--- config.mk ---
export PLATFORM = sky130hd
export DESIGN_NAME = simon_gen_flat
export DESIGN_NICKNAME = d
export VERILOG_FILES = /design/src/rtl/simon_gen_pkg.sv /design/src/rtl/simon_gen_if.sv /design/src/rtl/simon_gen_mem.sv /design/src/rtl/simon_gen.sv /design/src/flat_wrapper.sv
export SDC_FILE = /design/constraint.sdc
export NUM_CORES = 1
export LEC_CHECK = 0
export ABC_AREA = 1
export ABC_CLOCK_PERIOD_IN_PS = 3300
export CORE_AREA = 2 2 159 177
export CTS_BUF_LIST = sky130_fd_sc_hd__clkbuf_4 sky130_fd_sc_hd__clkbuf_8
export DETAILED_ROUTE_END_ITERATION = 7
export DIE_AREA = 0 0 161 179
export PLACE_DENSITY = 0.59
export SYNTH_ARGS = -nofsm -noshare
export SYNTH_HDL_FRONTEND = slang
export SYNTH_SLANG_ARGS = --single-unit
--- constraint.sdc ---
create_clock -name pclk -period 3.3 [get_ports pclk]
set_clock_uncertainty 0.15 [all_clocks]
set_input_delay 0.825 -clock pclk [delete_from_list [all_inputs] [get_ports pclk]]
set_output_delay 0.825 -clock pclk [all_outputs]
set_load 0.1 [all_outputs]
--- src/rtl/simon_gen_pkg.sv ---
// Shared types and LED encodings for the Simon game core.
package simon_gen_pkg;

  typedef enum logic [2:0] {
    MODE_INPUT    = 3'd0,
    MODE_PLAYBACK = 3'd1,
    MODE_REPEAT   = 3'd2,
    MODE_DONE     = 3'd3,
    MODE_WIN      = 3'd4
  } mode_e;

  localparam logic [2:0] MODE_LED_INPUT    = 3'b001;
  localparam logic [2:0] MODE_LED_PLAYBACK = 3'b010;
  localparam logic [2:0] MODE_LED_REPEAT   = 3'b100;
  localparam logic [2:0] MODE_LED_DONE     = 3'b111;
  localparam logic [2:0] MODE_LED_WIN      = 3'b011;

endpackage

--- src/rtl/simon_gen_if.sv ---
// Player-facing bus: switches in, LED/score displays out.
interface simon_gen_if #(
  parameter int unsigned PAT_W = 4,
  parameter int unsigned DEPTH = 64
);
  localparam int unsigned ADDR_W = $clog2(DEPTH);

  logic [PAT_W-1:0]  pattern;
  logic [PAT_W-1:0]  pattern_leds;
  logic [2:0]        mode_leds;
  logic [ADDR_W:0]   score;

  // master drives the switches; slave is the game core
  modport master (output pattern, input pattern_leds, input mode_leds, input score);
  modport slave  (input pattern, output pattern_leds, output mode_leds, output score);
endinterface

--- src/rtl/simon_gen_mem.sv ---
// Sequence storage: synchronous write, asynchronous read, no reset.
module simon_gen_mem #(
  parameter int unsigned PAT_W  = 4,
  parameter int unsigned DEPTH  = 64,
  parameter int unsigned ADDR_W = $clog2(DEPTH)
) (
  input  logic              clk,
  input  logic              we_i,
  input  logic [ADDR_W-1:0] waddr_i,
  input  logic [PAT_W-1:0]  wdata_i,
  input  logic [ADDR_W-1:0] raddr_i,
  output logic [PAT_W-1:0]  rdata_o
);

  logic [PAT_W-1:0] mem_q [DEPTH];

  always_ff @(posedge clk) begin
    if (we_i) mem_q[waddr_i] <= wdata_i;
  end

  assign rdata_o = mem_q[raddr_i];

endmodule

--- src/rtl/simon_gen.sv ---
// Simon game core: record, play back and verify a growing pattern sequence.
module simon_gen
  import simon_gen_pkg::*;
#(
  parameter int unsigned PAT_W  = 4,
  parameter int unsigned DEPTH  = 64,
  parameter int unsigned ADDR_W = $clog2(DEPTH)
) (
  input  logic         pclk,
  input  logic         rst_n,
  input  logic         level,
  simon_gen_if.slave   bus
);

  localparam int unsigned LEN_W = ADDR_W + 1;

  mode_e             mode_q, mode_d;
  logic [LEN_W-1:0]  len_q, len_d;
  logic [ADDR_W-1:0] idx_q, idx_d;
  logic              lvl_q;

  logic              mem_we;
  logic [PAT_W-1:0]  mem_rdata;
  logic [LEN_W-1:0]  len_m1;
  logic              idx_last;
  logic              seq_full;
  logic              one_hot;
  logic              pat_valid;
  logic              pat_match;

  simon_gen_mem #(
    .PAT_W  (PAT_W),
    .DEPTH  (DEPTH),
    .ADDR_W (ADDR_W)
  ) u_mem (
    .clk     (pclk),
    .we_i    (mem_we),
    .waddr_i (len_q[ADDR_W-1:0]),
    .wdata_i (bus.pattern),
    .raddr_i (idx_q),
    .rdata_o (mem_rdata)
  );

  // idx wraps at the stored length, not at the memory depth
  assign len_m1    = len_q - LEN_W'(1);
  assign idx_last  = ({1'b0, idx_q} == len_m1);
  assign seq_full  = (len_q == LEN_W'(DEPTH));
  assign one_hot   = (bus.pattern != '0) &&
                     ((bus.pattern & (bus.pattern - PAT_W'(1))) == '0);
  assign pat_valid = lvl_q | one_hot;
  assign pat_match = (bus.pattern == mem_rdata);

  always_ff @(posedge pclk) begin
    if (!rst_n) begin
      mode_q <= MODE_INPUT;
      len_q  <= '0;
      idx_q  <= '0;
      lvl_q  <= level;
    end else begin
      mode_q <= mode_d;
      len_q  <= len_d;
      idx_q  <= idx_d;
    end
  end

  always_comb begin
    mode_d = mode_q;
    len_d  = len_q;
    idx_d  = idx_q;
    mem_we = 1'b0;
    unique case (mode_q)
      MODE_INPUT: begin
        if (pat_valid && !seq_full) begin
          mem_we = 1'b1;
          len_d  = len_q + LEN_W'(1);
          idx_d  = '0;
          mode_d = MODE_PLAYBACK;
        end
      end
      MODE_PLAYBACK: begin
        if (idx_last) begin
          idx_d  = '0;
          mode_d = MODE_REPEAT;
        end else begin
          idx_d  = idx_q + ADDR_W'(1);
        end
      end
      MODE_REPEAT: begin
        if (!pat_match) begin
          idx_d  = '0;
          mode_d = MODE_DONE;
        end else if (!idx_last) begin
          idx_d  = idx_q + ADDR_W'(1);
        end else begin
          idx_d  = '0;
          mode_d = seq_full ? MODE_WIN : MODE_INPUT;
        end
      end
      MODE_DONE, MODE_WIN: begin
        idx_d = idx_last ? '0 : idx_q + ADDR_W'(1);
      end
      default: begin
        mode_d = MODE_INPUT;
        idx_d  = '0;
      end
    endcase
  end

  // displays follow the registered mode; INPUT/REPEAT echo the switches
  always_comb begin
    bus.mode_leds    = MODE_LED_INPUT;
    bus.pattern_leds = bus.pattern;
    unique case (mode_q)
      MODE_INPUT:    bus.mode_leds = MODE_LED_INPUT;
      MODE_PLAYBACK: begin
        bus.mode_leds    = MODE_LED_PLAYBACK;
        bus.pattern_leds = mem_rdata;
      end
      MODE_REPEAT:   bus.mode_leds = MODE_LED_REPEAT;
      MODE_DONE: begin
        bus.mode_leds    = MODE_LED_DONE;
        bus.pattern_leds = mem_rdata;
      end
      MODE_WIN: begin
        bus.mode_leds    = MODE_LED_WIN;
        bus.pattern_leds = mem_rdata;
      end
      default:       bus.mode_leds = MODE_LED_INPUT;
    endcase
  end

  assign bus.score = len_q;

endmodule
--- src/flat_wrapper.sv ---
// flat-port wrapper written by rule: the top's interface ports become plain ports
module simon_gen_flat import simon_gen_pkg::*;
#(
  parameter int unsigned PAT_W  = 4,
  parameter int unsigned DEPTH  = 64,
  parameter int unsigned ADDR_W = $clog2(DEPTH)
)
  (pclk, rst_n, level, bus_pattern, bus_pattern_leds, bus_mode_leds, bus_score);
  simon_gen_if #(.PAT_W(PAT_W), .DEPTH(DEPTH)) bus_i ();
  input  logic pclk;
  input  logic rst_n;
  input  logic level;
  input wire logic [$bits(bus_i.pattern)-1:0] bus_pattern;
  output wire logic [$bits(bus_i.pattern_leds)-1:0] bus_pattern_leds;
  output wire logic [$bits(bus_i.mode_leds)-1:0] bus_mode_leds;
  output wire logic [$bits(bus_i.score)-1:0] bus_score;
  assign bus_i.pattern = bus_pattern;
  assign bus_pattern_leds = bus_i.pattern_leds;
  assign bus_mode_leds = bus_i.mode_leds;
  assign bus_score = bus_i.score;
  simon_gen #(.PAT_W(PAT_W), .DEPTH(DEPTH), .ADDR_W(ADDR_W)) u_core (.pclk(pclk), .rst_n(rst_n), .level(level), .bus(bus_i));
endmodule
==> flow_metrics.py <==
metrics = {
    "synth": {
        "yosysSeqAreaShare_pct": 68.0,
        "netlist-cell-type-count": 29,
        "yosysTopAreaCell": "edfxtp_1",
        "avgSynthCellArea_sq_um": 10.5,
        "yosys_register_bits": 279,
        "syn_inst": 1140,
        "number_of_synthesis_warnings": 0,
        "netlist.area_leader.share_pct": 64.3,
        "synth.top_cells.by_area": "edfxtp_1 64%, nand2_1 12%, nand3_1 9.8%, dfxtp_1 3.7%, nor2_1 2.6%",
        "syn-cell-area_sq_mm": 0.0120,
        "postSynthNetCount": 1150,
    },
    "final_layout": {
        "nFillCells": 2423,
        "drive_gt1_share_pct": 17.2,
        "area_growth_pct": 18.9,
        "layoutNonFillerInstCount": 1595,
        "layout.nets": 1212,
        "insertedDiodeCount": 0,
        "layout.cells.most_common_list": "362 x nand2_1, 257 x edfxtp_1, 198 x nand3_1, 84 x nor2_1, 48 x clkbuf_8",
        "final_util_pct": 52.4,
        "layout_commonest_cell": "nand2_1",
    },
    "floorplan": {
        "design.portCount": 21,
        "floorplan_core_area_sq_mm": 0.0272,
        "die_area_sq_mm": 0.0288,
        "fp.dieH_microns": 179,
        "dieWidth_microns": 161,
        "fp-row-count": 64,
        "initial_utilization_pct": 44.1,
    },
    "min_path": {
        "worst_hold_path_type": "input pin to flip-flop",
        "hp-start": "bus_pattern[1]",
    },
    "global_route": {
        "globalRouteTotalUtil_pct": 22.0,
        "grt_max_degree": 65,
        "number_of_global_route_vias_before_repair": 8502,
        "initial_antenna_violation_count": 0,
        "grt_pass1_wl_mm": 47.5,
        "grt_overflow": 0,
    },
    "timing": {
        "final.min_clock_period_ns": 3.49,
        "clock.fmax_mhz": 286,
        "unrepaired_setup_endpoints_after_global_routing": "true",
        "timing.final.crit_share_pct": 106,
        "timing_worst_slew_pin_value_ns": 0.747,
        "finalSetupViolations": 4,
        "max-slew-margin-rel_pct": 50.2,
        "hold_viol": 0,
        "final_max_slew_viol_count": 0,
        "worst_hold_slack_after_final_layout_ns": 0.408,
        "worst_slack_ns": -0.193,
    },
    "setup_path": {
        "timing.setup.critical_path_class": "flip-flop to output pin",
        "critical_path.max_stage_delay_ns": 0.38,
        "timing.critical_path.fanout_max": 13,
        "arrival_ns": 2.52,
        "critical-path-slowest-cell": "dfxtp_4",
        "path_common_cell": "nand3_1",
        "worstPathRequired_ns": 2.32,
        "cp-start-kind": "flip-flop",
        "crit_chain": "buf_12, clkinv_16, buf_16, nand2_1, nand3_1, nand3_2, nand2_2, nand2_1, nand3_1, nand3_1, nand2_4, nand2_2, o21ai_2, buf_12",
        "nature_of_the_critical_path_endpoint": "output pin",
        "crit-reg2reg-launch": "u_core.bus.score[3]$_SDFFE_PN0P_",
    },
    "clock_network": {
        "tritoncts.num_buffers": 44,
        "h-tree-depth": 2,
        "clock_pin_slew_reported_for_the_worst_setup_and_hold_paths_after_clock_tree_synthesis_ns": 0.07,
        "root_buffer": "clkbuf_8",
        "cts_buffer_depth": 3,
        "clock_tree_from_tritoncts": "built",
        "clk_latency_ns": 0.56,
        "clock_sink_count": 279,
    },
    "place": {
        "sum_of_net_half_perimeters_after_detailed_placement_mm": 19.0,
        "numPlacedInstances": 1503,
        "portBuffers": 20,
        "gpl.final_weighted_congestion": 0.851,
    },
    "power": {
        "finalPower_mw": 11.1,
        "power_per_cell_area_mw_per_mm2": 778,
        "static-leakage-power_nw": 5.36,
        "irDropWorstVdd_mv": 0.700,
    },
    "route": {
        "via_per_inst": 5.41,
        "wl_per_cell_microns": 19.8,
        "ant_nets": 0,
        "wl_mm": 31.6,
        "drcViolationCount": 0,
        "via_count": 8625,
        "wl_met2_mm": 15.9,
        "wirelength_met1_mm": 12.8,
        "met3_length_mm": 1.98,
        "top_layer_used": "met4",
        "drt_first_pass_iters": 5,
        "dr.first_iter.drc_count": 809,
    },
    "outcome": {
        "violations": "negative setup slack",
        "result_of_the_run": "finished with violations",
    },
    "job": {
        "drv.max_cap_violation_count": 0,
    },
}
-- registers in the layout, summed over array words and instances (netlist names), named ones only --
register / cells
u_core.mode_q: 3
u_core.u_mem.mem_q: 256
u_core.bus.score: 7
u_core.idx_q: 6
u_core.lvl_q: 1
-- timing repair --
item	4_1_cts	5_1_grt
setup endpoints to repair	4	4
pin swaps	12	15
hold endpoints to repair	0	0
buffers inserted	4	2
hold buffers	0	0
gates cloned	6	4
gates resized for setup	56	38
-- area by class of cell --
| type | instances | area, sq um | share of cell area [%] |
|---|---|---|---|
| well taps | 363 | 454 | 3.18 |
| clock inverters | 18 | 161 | 1.13 |
| inverters | 41 | 180 | 1.26 |
| repair inverters | 1 | 16.3 | 0.114 |
| repair buffers | 72 | 953 | 6.68 |
| clock buffers | 58 | 736 | 5.16 |
| multi-input cells | 763 | 3600 | 25.3 |
| flip-flops and latches | 279 | 8160 | 57.2 |
-- final timing paths --
path / slack [ns] / to / cells after the start
max: -0.19 / bus_pattern_leds[2] / 14
min: 0.41 / u_core.u_mem.mem_q[54][1]$_DFFE_PP_ / 1
max reg2reg: 0.39 / u_core.u_mem.mem_q[26][2]$_DFFE_PP_ / 11
min reg2reg: 0.42 / u_core.mode_q[0]$_SDFFE_PN0P_ / 4
-- cell families after synthesis --
logic type,synth area share (%)
flip-flops,68.0
XOR/XNOR,0.657
AO/OA/AOI/OAI,1.19
AND/OR/NAND/NOR,25.5
buffers and inverters,4.39
adder cells (fa/ha/maj),0.313
-- power breakdown --
group | leakage [nW] | switching (mW) | internal (mW)
clock | 0.479 | 1.31 | 1.69
sequential | 2.49 | 0.0646 | 3.95
combinational | 2.39 | 2.65 | 1.45
-- worst max-delay path: cells and delay by family (launching register included) --
family / cells / cell delay (ns)
AOI/OAI and AO/OA: 1 / 0.08
buffers and inverters: 4 / 0.66
DFF: 1 / 0.38
and+or+nand+nor: 9 / 0.79
-- through the flow --
stage | instance area (sq um) | setup TNS [ns] | worst slack [ns]
6_report | 14300 | -0.636 | -0.193
5_1_grt | 14300 | -1.01 | -0.261
3_3_place_gp | 12600 | 0 | 0.174
2_1_floorplan | 12000 | -1.90 | -0.416
3_5_place_dp | 12600 | 0 | 0.113
4_1_cts | 14000 | -0.660 | -0.168
-- per-layer routing --
layer | vias up | track usage (%)
met5 | - | 0
met4 | 0 | 7.63
met3 | 64 | 3.35
met2 | 327 | 39.2
met1 | 4185 | 27.5
li1 | 4049 | -
-- synthesized netlist by cell type --
cell,number
a21o_1,1
a21oi_1,13
a31o_2,1
and3_1,1
buf_1,4
buf_2,16
buf_4,15
buf_6,11
clkbuf_1,11
dfxtp_1,22
edfxtp_1,257
ha_1,3
inv_1,39
inv_2,2
nand2_1,381
nand2_2,1
nand3_1,235
nand3_2,1
nand4_1,5
nor2_1,84
nor2_2,2
nor3_1,12
nor3b_1,1
o21ai_0,10
o21ai_1,1
o22ai_1,1
or2_2,1
xnor2_1,3
xor2_1,6
Note: power is estimated with default switching activity, not from simulation.
